`src/rtl/branch_predictor_pkg.sv`:
```
`default_nettype none
// ============================================================================
//  Module   : branch_predictor_pkg
//  Purpose  : System widths, BTB defaults and 2-bit counter encodings shared
//             by the branch predictor, its interface and its counter helper.
//  Revision : 1.0 - initial release
// ============================================================================
package branch_predictor_pkg;

  localparam int PC_WIDTH    = 32;
  localparam int DATA_WIDTH  = 32;
  localparam int BTB_ENTRIES = 16;

  // 2-bit saturating counter states: strongly/weakly not-taken, weakly/strongly taken
  localparam logic [1:0] CTR_SNT = 2'b00;
  localparam logic [1:0] CTR_WNT = 2'b01;
  localparam logic [1:0] CTR_WT  = 2'b10;
  localparam logic [1:0] CTR_ST  = 2'b11;

  typedef logic [PC_WIDTH-1:0] pc_t;

  // Sequential fall-through address, wrapping modulo 2^PC_WIDTH
  function automatic pc_t pc_plus4(input pc_t pc);
    return pc + pc_t'(4);
  endfunction

endpackage
`default_nettype wire

```
`src/rtl/branch_predictor_if.sv`:
```
`default_nettype none
// ============================================================================
//  Module   : branch_predictor_if
//  Purpose  : Fetch-side lookup, EX-side resolution and statistics signals
//             between the pipeline (master) and the branch predictor (slave).
//  Revision : 1.0 - initial release
// ============================================================================
interface branch_predictor_if;
  import branch_predictor_pkg::*;

  // Fetch lookup
  pc_t         if_pc;
  logic        pred_taken;
  pc_t         pred_target;

  // EX resolution
  logic        ex_branch;
  pc_t         ex_pc;
  logic        ex_taken;
  pc_t         ex_target;
  logic        ex_pred_taken;
  pc_t         ex_pred_target;
  logic        mispredict;
  pc_t         redirect_pc;

  // Statistics
  logic [31:0] branch_cnt;
  logic [31:0] mispredict_cnt;

  modport master (
    output if_pc, ex_branch, ex_pc, ex_taken, ex_target, ex_pred_taken, ex_pred_target,
    input  pred_taken, pred_target, mispredict, redirect_pc, branch_cnt, mispredict_cnt
  );

  modport slave (
    input  if_pc, ex_branch, ex_pc, ex_taken, ex_target, ex_pred_taken, ex_pred_target,
    output pred_taken, pred_target, mispredict, redirect_pc, branch_cnt, mispredict_cnt
  );

endinterface
`default_nettype wire

```
`src/rtl/branch_predictor_sat_ctr2.sv`:
```
`default_nettype none
// ============================================================================
//  Module   : sat_ctr2
//  Purpose  : Next-state function of a 2-bit saturating up/down counter.
//  Revision : 1.0 - initial release
// ============================================================================
module sat_ctr2
  import branch_predictor_pkg::*;
(
  input  logic [1:0] ctr,
  input  logic       up,
  output logic [1:0] nxt
);

  // Step toward the outcome, holding at either end of the range
  always_comb begin
    nxt = ctr;
    if (up) begin
      if (ctr != CTR_ST) nxt = ctr + 2'd1;
    end else begin
      if (ctr != CTR_SNT) nxt = ctr - 2'd1;
    end
  end

endmodule
`default_nettype wire

```
`src/rtl/branch_predictor.sv`:
```
`default_nettype none
// ============================================================================
//  Module   : branch_predictor
//  Purpose  : Direct-mapped BTB with 2-bit counters. Predicts the next fetch
//             PC combinationally, trains from EX resolution, and flags
//             mispredictions with the corrected fetch address.
//  Revision : 1.0 - initial release
// ============================================================================
module branch_predictor
  import branch_predictor_pkg::*;
#(
  parameter int ENTRIES  = BTB_ENTRIES,
  parameter int IDX_BITS = $clog2(ENTRIES)
) (
  input  logic               clk,
  input  logic               rst,
  branch_predictor_if.slave  bp
);

  localparam int TAG_W = PC_WIDTH - IDX_BITS - 2;

  // BTB held in flops so lookups can read asynchronously
  logic             r_valid  [ENTRIES];
  logic [TAG_W-1:0] r_tag    [ENTRIES];
  pc_t              r_target [ENTRIES];
  logic [1:0]       r_ctr    [ENTRIES];

  logic [31:0]      r_branch_cnt;
  logic [31:0]      r_mispredict_cnt;

  logic [IDX_BITS-1:0] w_if_idx;
  logic [TAG_W-1:0]    w_if_tag;
  logic                w_if_hit;
  logic                w_pred_taken;

  logic [IDX_BITS-1:0] w_ex_idx;
  logic [TAG_W-1:0]    w_ex_tag;
  logic                w_ex_hit;
  logic [1:0]          w_ctr_nxt;
  logic                w_mispredict;

  assign w_if_idx = bp.if_pc[IDX_BITS+1:2];
  assign w_if_tag = bp.if_pc[PC_WIDTH-1:IDX_BITS+2];
  assign w_ex_idx = bp.ex_pc[IDX_BITS+1:2];
  assign w_ex_tag = bp.ex_pc[PC_WIDTH-1:IDX_BITS+2];

  // Fetch lookup: reads pre-update contents, no bypass from the EX write
  always_comb begin
    w_if_hit     = r_valid[w_if_idx] && (r_tag[w_if_idx] == w_if_tag);
    w_pred_taken = w_if_hit && r_ctr[w_if_idx][1];
  end

  assign bp.pred_taken  = w_pred_taken;
  assign bp.pred_target = w_pred_taken ? r_target[w_if_idx] : pc_plus4(bp.if_pc);

  // Misprediction: wrong direction, or taken to a different target
  always_comb begin
    w_mispredict = bp.ex_branch &&
                   ((bp.ex_pred_taken != bp.ex_taken) ||
                    (bp.ex_taken && (bp.ex_pred_target != bp.ex_target)));
  end

  assign bp.mispredict  = w_mispredict;
  assign bp.redirect_pc = bp.ex_taken ? bp.ex_target : pc_plus4(bp.ex_pc);

  assign w_ex_hit = r_valid[w_ex_idx] && (r_tag[w_ex_idx] == w_ex_tag);

  sat_ctr2 u_sat_ctr2 (
    .ctr (r_ctr[w_ex_idx]),
    .up  (bp.ex_taken),
    .nxt (w_ctr_nxt)
  );

  // BTB training; reset clears every entry and drops any pending update
  always_ff @(posedge clk) begin
    if (rst) begin
      for (int i = 0; i < ENTRIES; i++) begin
        r_valid[i]  <= 1'b0;
        r_tag[i]    <= '0;
        r_target[i] <= '0;
        r_ctr[i]    <= CTR_WNT;
      end
    end else if (bp.ex_branch) begin
      if (w_ex_hit) begin
        r_ctr[w_ex_idx] <= w_ctr_nxt;
        if (bp.ex_taken) r_target[w_ex_idx] <= bp.ex_target;
      end else if (bp.ex_taken) begin
        r_valid[w_ex_idx]  <= 1'b1;
        r_tag[w_ex_idx]    <= w_ex_tag;
        r_target[w_ex_idx] <= bp.ex_target;
        r_ctr[w_ex_idx]    <= CTR_WT;
      end
    end
  end

  // Saturating statistics counters
  always_ff @(posedge clk) begin
    if (rst) begin
      r_branch_cnt     <= '0;
      r_mispredict_cnt <= '0;
    end else begin
      if (bp.ex_branch && (r_branch_cnt != 32'hFFFF_FFFF))
        r_branch_cnt <= r_branch_cnt + 32'd1;
      if (w_mispredict && (r_mispredict_cnt != 32'hFFFF_FFFF))
        r_mispredict_cnt <= r_mispredict_cnt + 32'd1;
    end
  end

  assign bp.branch_cnt     = r_branch_cnt;
  assign bp.mispredict_cnt = r_mispredict_cnt;

endmodule
`default_nettype wire

```
`src/flat_wrapper.sv`:
```
// flat-port wrapper written by rule: the top's interface ports become plain ports
module branch_predictor_flat import branch_predictor_pkg::*;
#(
  parameter int ENTRIES  = BTB_ENTRIES,
  parameter int IDX_BITS = $clog2(ENTRIES)
)
  (clk, rst, bp_if_pc, bp_ex_branch, bp_ex_pc, bp_ex_taken, bp_ex_target, bp_ex_pred_taken, bp_ex_pred_target, bp_pred_taken, bp_pred_target, bp_mispredict, bp_redirect_pc, bp_branch_cnt, bp_mispredict_cnt);
  branch_predictor_if bp_i ();
  input  logic clk;
  input  logic rst;
  input wire logic [$bits(bp_i.if_pc)-1:0] bp_if_pc;
  input wire logic [$bits(bp_i.ex_branch)-1:0] bp_ex_branch;
  input wire logic [$bits(bp_i.ex_pc)-1:0] bp_ex_pc;
  input wire logic [$bits(bp_i.ex_taken)-1:0] bp_ex_taken;
  input wire logic [$bits(bp_i.ex_target)-1:0] bp_ex_target;
  input wire logic [$bits(bp_i.ex_pred_taken)-1:0] bp_ex_pred_taken;
  input wire logic [$bits(bp_i.ex_pred_target)-1:0] bp_ex_pred_target;
  output wire logic [$bits(bp_i.pred_taken)-1:0] bp_pred_taken;
  output wire logic [$bits(bp_i.pred_target)-1:0] bp_pred_target;
  output wire logic [$bits(bp_i.mispredict)-1:0] bp_mispredict;
  output wire logic [$bits(bp_i.redirect_pc)-1:0] bp_redirect_pc;
  output wire logic [$bits(bp_i.branch_cnt)-1:0] bp_branch_cnt;
  output wire logic [$bits(bp_i.mispredict_cnt)-1:0] bp_mispredict_cnt;
  assign bp_i.if_pc = bp_if_pc;
  assign bp_i.ex_branch = bp_ex_branch;
  assign bp_i.ex_pc = bp_ex_pc;
  assign bp_i.ex_taken = bp_ex_taken;
  assign bp_i.ex_target = bp_ex_target;
  assign bp_i.ex_pred_taken = bp_ex_pred_taken;
  assign bp_i.ex_pred_target = bp_ex_pred_target;
  assign bp_pred_taken = bp_i.pred_taken;
  assign bp_pred_target = bp_i.pred_target;
  assign bp_mispredict = bp_i.mispredict;
  assign bp_redirect_pc = bp_i.redirect_pc;
  assign bp_branch_cnt = bp_i.branch_cnt;
  assign bp_mispredict_cnt = bp_i.mispredict_cnt;
  branch_predictor #(.ENTRIES(ENTRIES), .IDX_BITS(IDX_BITS)) u_core (.clk(clk), .rst(rst), .bp(bp_i));
endmodule
```
`config.mk`:
```
export PLATFORM = sky130hd
export DESIGN_NAME = branch_predictor_flat
export DESIGN_NICKNAME = d
export VERILOG_FILES = /design/src/rtl/branch_predictor_pkg.sv /design/src/rtl/branch_predictor_if.sv /design/src/rtl/branch_predictor_sat_ctr2.sv /design/src/rtl/branch_predictor.sv /design/src/flat_wrapper.sv
export SDC_FILE = /design/constraint.sdc
export NUM_CORES = 2
export LEC_CHECK = 0
export BUFFER_PORTS_ARGS = -buffer_cell sky130_fd_sc_hd__buf_2
export CAP_MARGIN = 10
export CELL_PAD_IN_SITES_DETAIL_PLACEMENT = 1
export CELL_PAD_IN_SITES_GLOBAL_PLACEMENT = 1
export CORE_ASPECT_RATIO = 0.5
export CORE_MARGIN = 2
export CORE_UTILIZATION = 56
export CTS_BUF_LIST = sky130_fd_sc_hd__clkbuf_16
export CTS_CLUSTER_SIZE = 40
export DETAILED_ROUTE_END_ITERATION = 12
export MAX_ROUTING_LAYER = met4
export PLACE_DENSITY = 0.85
export SYNTH_ARGS = -nofsm -noshare
export SYNTH_HDL_FRONTEND = slang
export SYNTH_SLANG_ARGS = --single-unit
```
`constraint.sdc`:
```
create_clock -name clk -period 15.5 [get_ports clk]
set_clock_uncertainty 0.2 [all_clocks]
set_input_delay 3.1 -clock clk [delete_from_list [all_inputs] [get_ports clk]]
set_output_delay 3.1 -clock clk [all_outputs]
set_load 0.05 [all_outputs]
```
==> metrics <==
Pint 4.70 mW; sequential area share after synthesis 56.4%; pre-CTS WS 3.64 ns; asr flop ratio synth 0%; All-Layer GR Usage roughly 42%; postcts setup bufs 0; outcome finished, final reports clean; worst setup margin ~3.6 ns; worst slew pin tran 1.39 ns; VDD IR max 82.9 µV; Syn-to-layout area delta 9.36%; first-pass GRT wire length approximately 290,000 µm; Comb pwr share 12.5%; PwrDens 109 nW/µm²; nets 4,055; element type at the critical path end output pin; sw power approximately 1.7 mW; syn nets 4,040; Mapped Cells 3,900; drt total wl 204,000 µm; Pwr Total 6.45 mW; worst rel slew slack 7.36%; Cell variety after synth 68; # setup viols final 0; Area contributors post-synth edfxtp_1 53%, mux4_2 15%, and3_1 9.2%, dfxtp_1 3.0%, clkbuf_1 2.4%; PortBufs 262; fmax approximately 84 MHz; I/O pins 263; ys flop type edfxtp_1; post-route setup TNS 0 ns; die width 443 µm; pin count of the biggest net entering global routing 321; max_cap viols 0; syn_area_per_cell around 14 µm²; hpwl dp around 120,000 µm; RePlAce Congestion 0.941; mean routed wirelength per cell roughly 39 µm; DR iter-0 viols ~7,400; Die H around 220 µm; Core Footprint 95,400 µm²; placed insts 5,090; TritonCTS buffer count 92; count leader, synth edfxtp_1; Via Count 39,900; Clock transition at path regs around 0.070 ns; Post-synth EDFFs between 900 and 1,000; GRT overflow 0; sw frac 27.1%; CTS tree done; yosys warns 0; H-tree levels 3; Setup CP Type in2out; Worst Path Arrival 8.64 ns; Starting Density 56.5%; number of synthesized register bits 1,040; layout cells sized above 1 between 20% and 30%; Worst Path Max Fanout 32; type of the most critical hold path reg2reg; vias in the first global route a little over 40,000; Flop pwr share 50.8%; Final Max Slew Viols 0; initial antenna violation count 23; top cell type's share of synthesized area 53.5%; fin cells 5,284; Static Leakage ~23 nW; num rows 80; Clk pwr share between 30% and 40%; post-route ant nets 0; CTS Hold Bufs 0; drt pass-1 iters 8; worst skew pair latency 0.74 ns; Hold Violations, Final 0; worst path required time 12.20 ns; cells resized by post-CTS repair 0; min Tclk post-route 11.94 ns; CP Launch Type input pin; Layout fillers about 9,000; die area 98,900 µm²; Clock Sinks 1,040; routed vias/inst 7.54; most frequent cells after synthesis 960 x edfxtp_1, 790 x and3_1, 357 x mux4_2; fin crit share 77.0%; RSZ-0062 raised after global routing false; Root Driver clkbuf_16; Synth area leader edfxtp_1; Mapped Area 53,900 µm²; CTS max path bufs 3; DRC errors left 0
path summary, 6_finish.rpt:
path,from,end,slack (ns),cells past startpoint
setup / recovery,bp_if_pc[5],bp_pred_target[10],3.56,10
hold / removal,u_core.r_valid[8],u_core.r_valid[8],0.30,1
setup reg to reg,u_core.r_tag[10][7],u_core.r_ctr[1][0],9.84,9
hold reg to reg,u_core.r_valid[8],u_core.r_valid[8],0.30,1
logic make-up after synthesis:
logic type / count (synthesis) / share of synthesized area (%)
adder cells (fa/ha/maj): 7 / 0.162
flip-flops: 1040 / 56.4
multiplexers: 512 / 18.1
buffers and inverters: 440 / 3.55
AND/OR/NAND/NOR: 1480 / 15.9
AO/OA/AOI/OAI: 233 / 2.82
XOR/XNOR: 188 / 3.07
per-stage QoR:
stage	utilization [%]	instance area [µm²]	hold slack, ns
2_1_floorplan	-	53900	0.243
3_3_place_gp	58.7	56000	0.270
3_5_place_dp	58.7	56000	0.282
4_1_cts	61.7	58900	0.296
5_1_grt	61.8	59000	0.308
6_report	61.8	59000	0.302
per-layer routing:
metal / GRT usage [%] / part of all wire (%) / vias up
li1: - / - / 15100
met1: 50.5 / 33 / 20000
met2: 63.1 / 46 / 3810
met3: 13.0 / 14 / 916
met4: 26.1 / 7.2 / 0
met5: - / 0 / -
layout by cell type (no fill, tap or decap), types with 10 or more instances in the layout:
| cell type | count |
|---|---|
| a21oi_1 | 44 |
| xnor2_1 | 101 |
| clkbuf_16 | 93 |
| or3_1 | 23 |
| buf_4 | 78 |
| xor2_1 | 86 |
| nand4_1 | 37 |
| nor2_2 | 10 |
| a22oi_1 | 30 |
| buf_2 | 255 |
| mux2_2 | 15 |
| or2_2 | 20 |
| and2_1 | 171 |
| nor2b_1 | 17 |
| mux2i_1 | 111 |
| clkinv_1 | 18 |
| nand2_1 | 140 |
| mux2_4 | 29 |
| dfxtp_1 | 80 |
| nand3_1 | 61 |
| o21ai_0 | 56 |
| mux4_2 | 357 |
| clkinv_2 | 14 |
| nor2_1 | 98 |
| nor2_4 | 16 |
| nor4_1 | 27 |
| o21ai_4 | 15 |
| and4_1 | 12 |
| diode_2 | 26 |
| a21o_1 | 18 |
| inv_1 | 36 |
| and3_1 | 789 |
| nor3_1 | 35 |
| edfxtp_1 | 960 |
| o21a_1 | 13 |
critical path: stages:
cell       delay (ns)
buf_2            0.41
inv_4            0.81
buf_4            0.73
mux4_2           0.61
xnor2_1          0.49
nand4_1          0.19
nand4bb_1        0.21
or4_2            1.26
mux2_4           0.51
buf_2            0.22
cell type report:
cell class	count	area (µm²)	share of cell area (%)
antenna	26	65.1	0.110
clock buffer	93	2330	3.95
clock inverter	73	598	1.01
inverter	21	81.3	0.138
multi-input combinational	2420	21900	37.1
sequential	1040	30400	51.6
tap	1271	1590	2.70
timing repair buffer	340	1980	3.36
power groups by stage:
stage | clock network, mW | logic [mW] | registers, mW
after floorplan | 0 | 0.485 | 3.30
after global placement | 0 | 0.749 | 3.31
after detailed placement | 0 | 0.772 | 3.33
after CTS | 2.35 | 0.779 | 3.27
after global routing | 2.44 | 0.818 | 3.28
final | 2.36 | 0.809 | 3.28
flip-flops by register name, indices dropped and copies added, names as in the netlist:
register,cells
u_core.r_target,512
u_core.r_ctr,32
u_core.bp.branch_cnt,32
u_core.r_valid,16
u_core.r_tag,416
u_core.bp.mispredict_cnt,32
No activity file was read; power rests on OpenSTA's default activity.
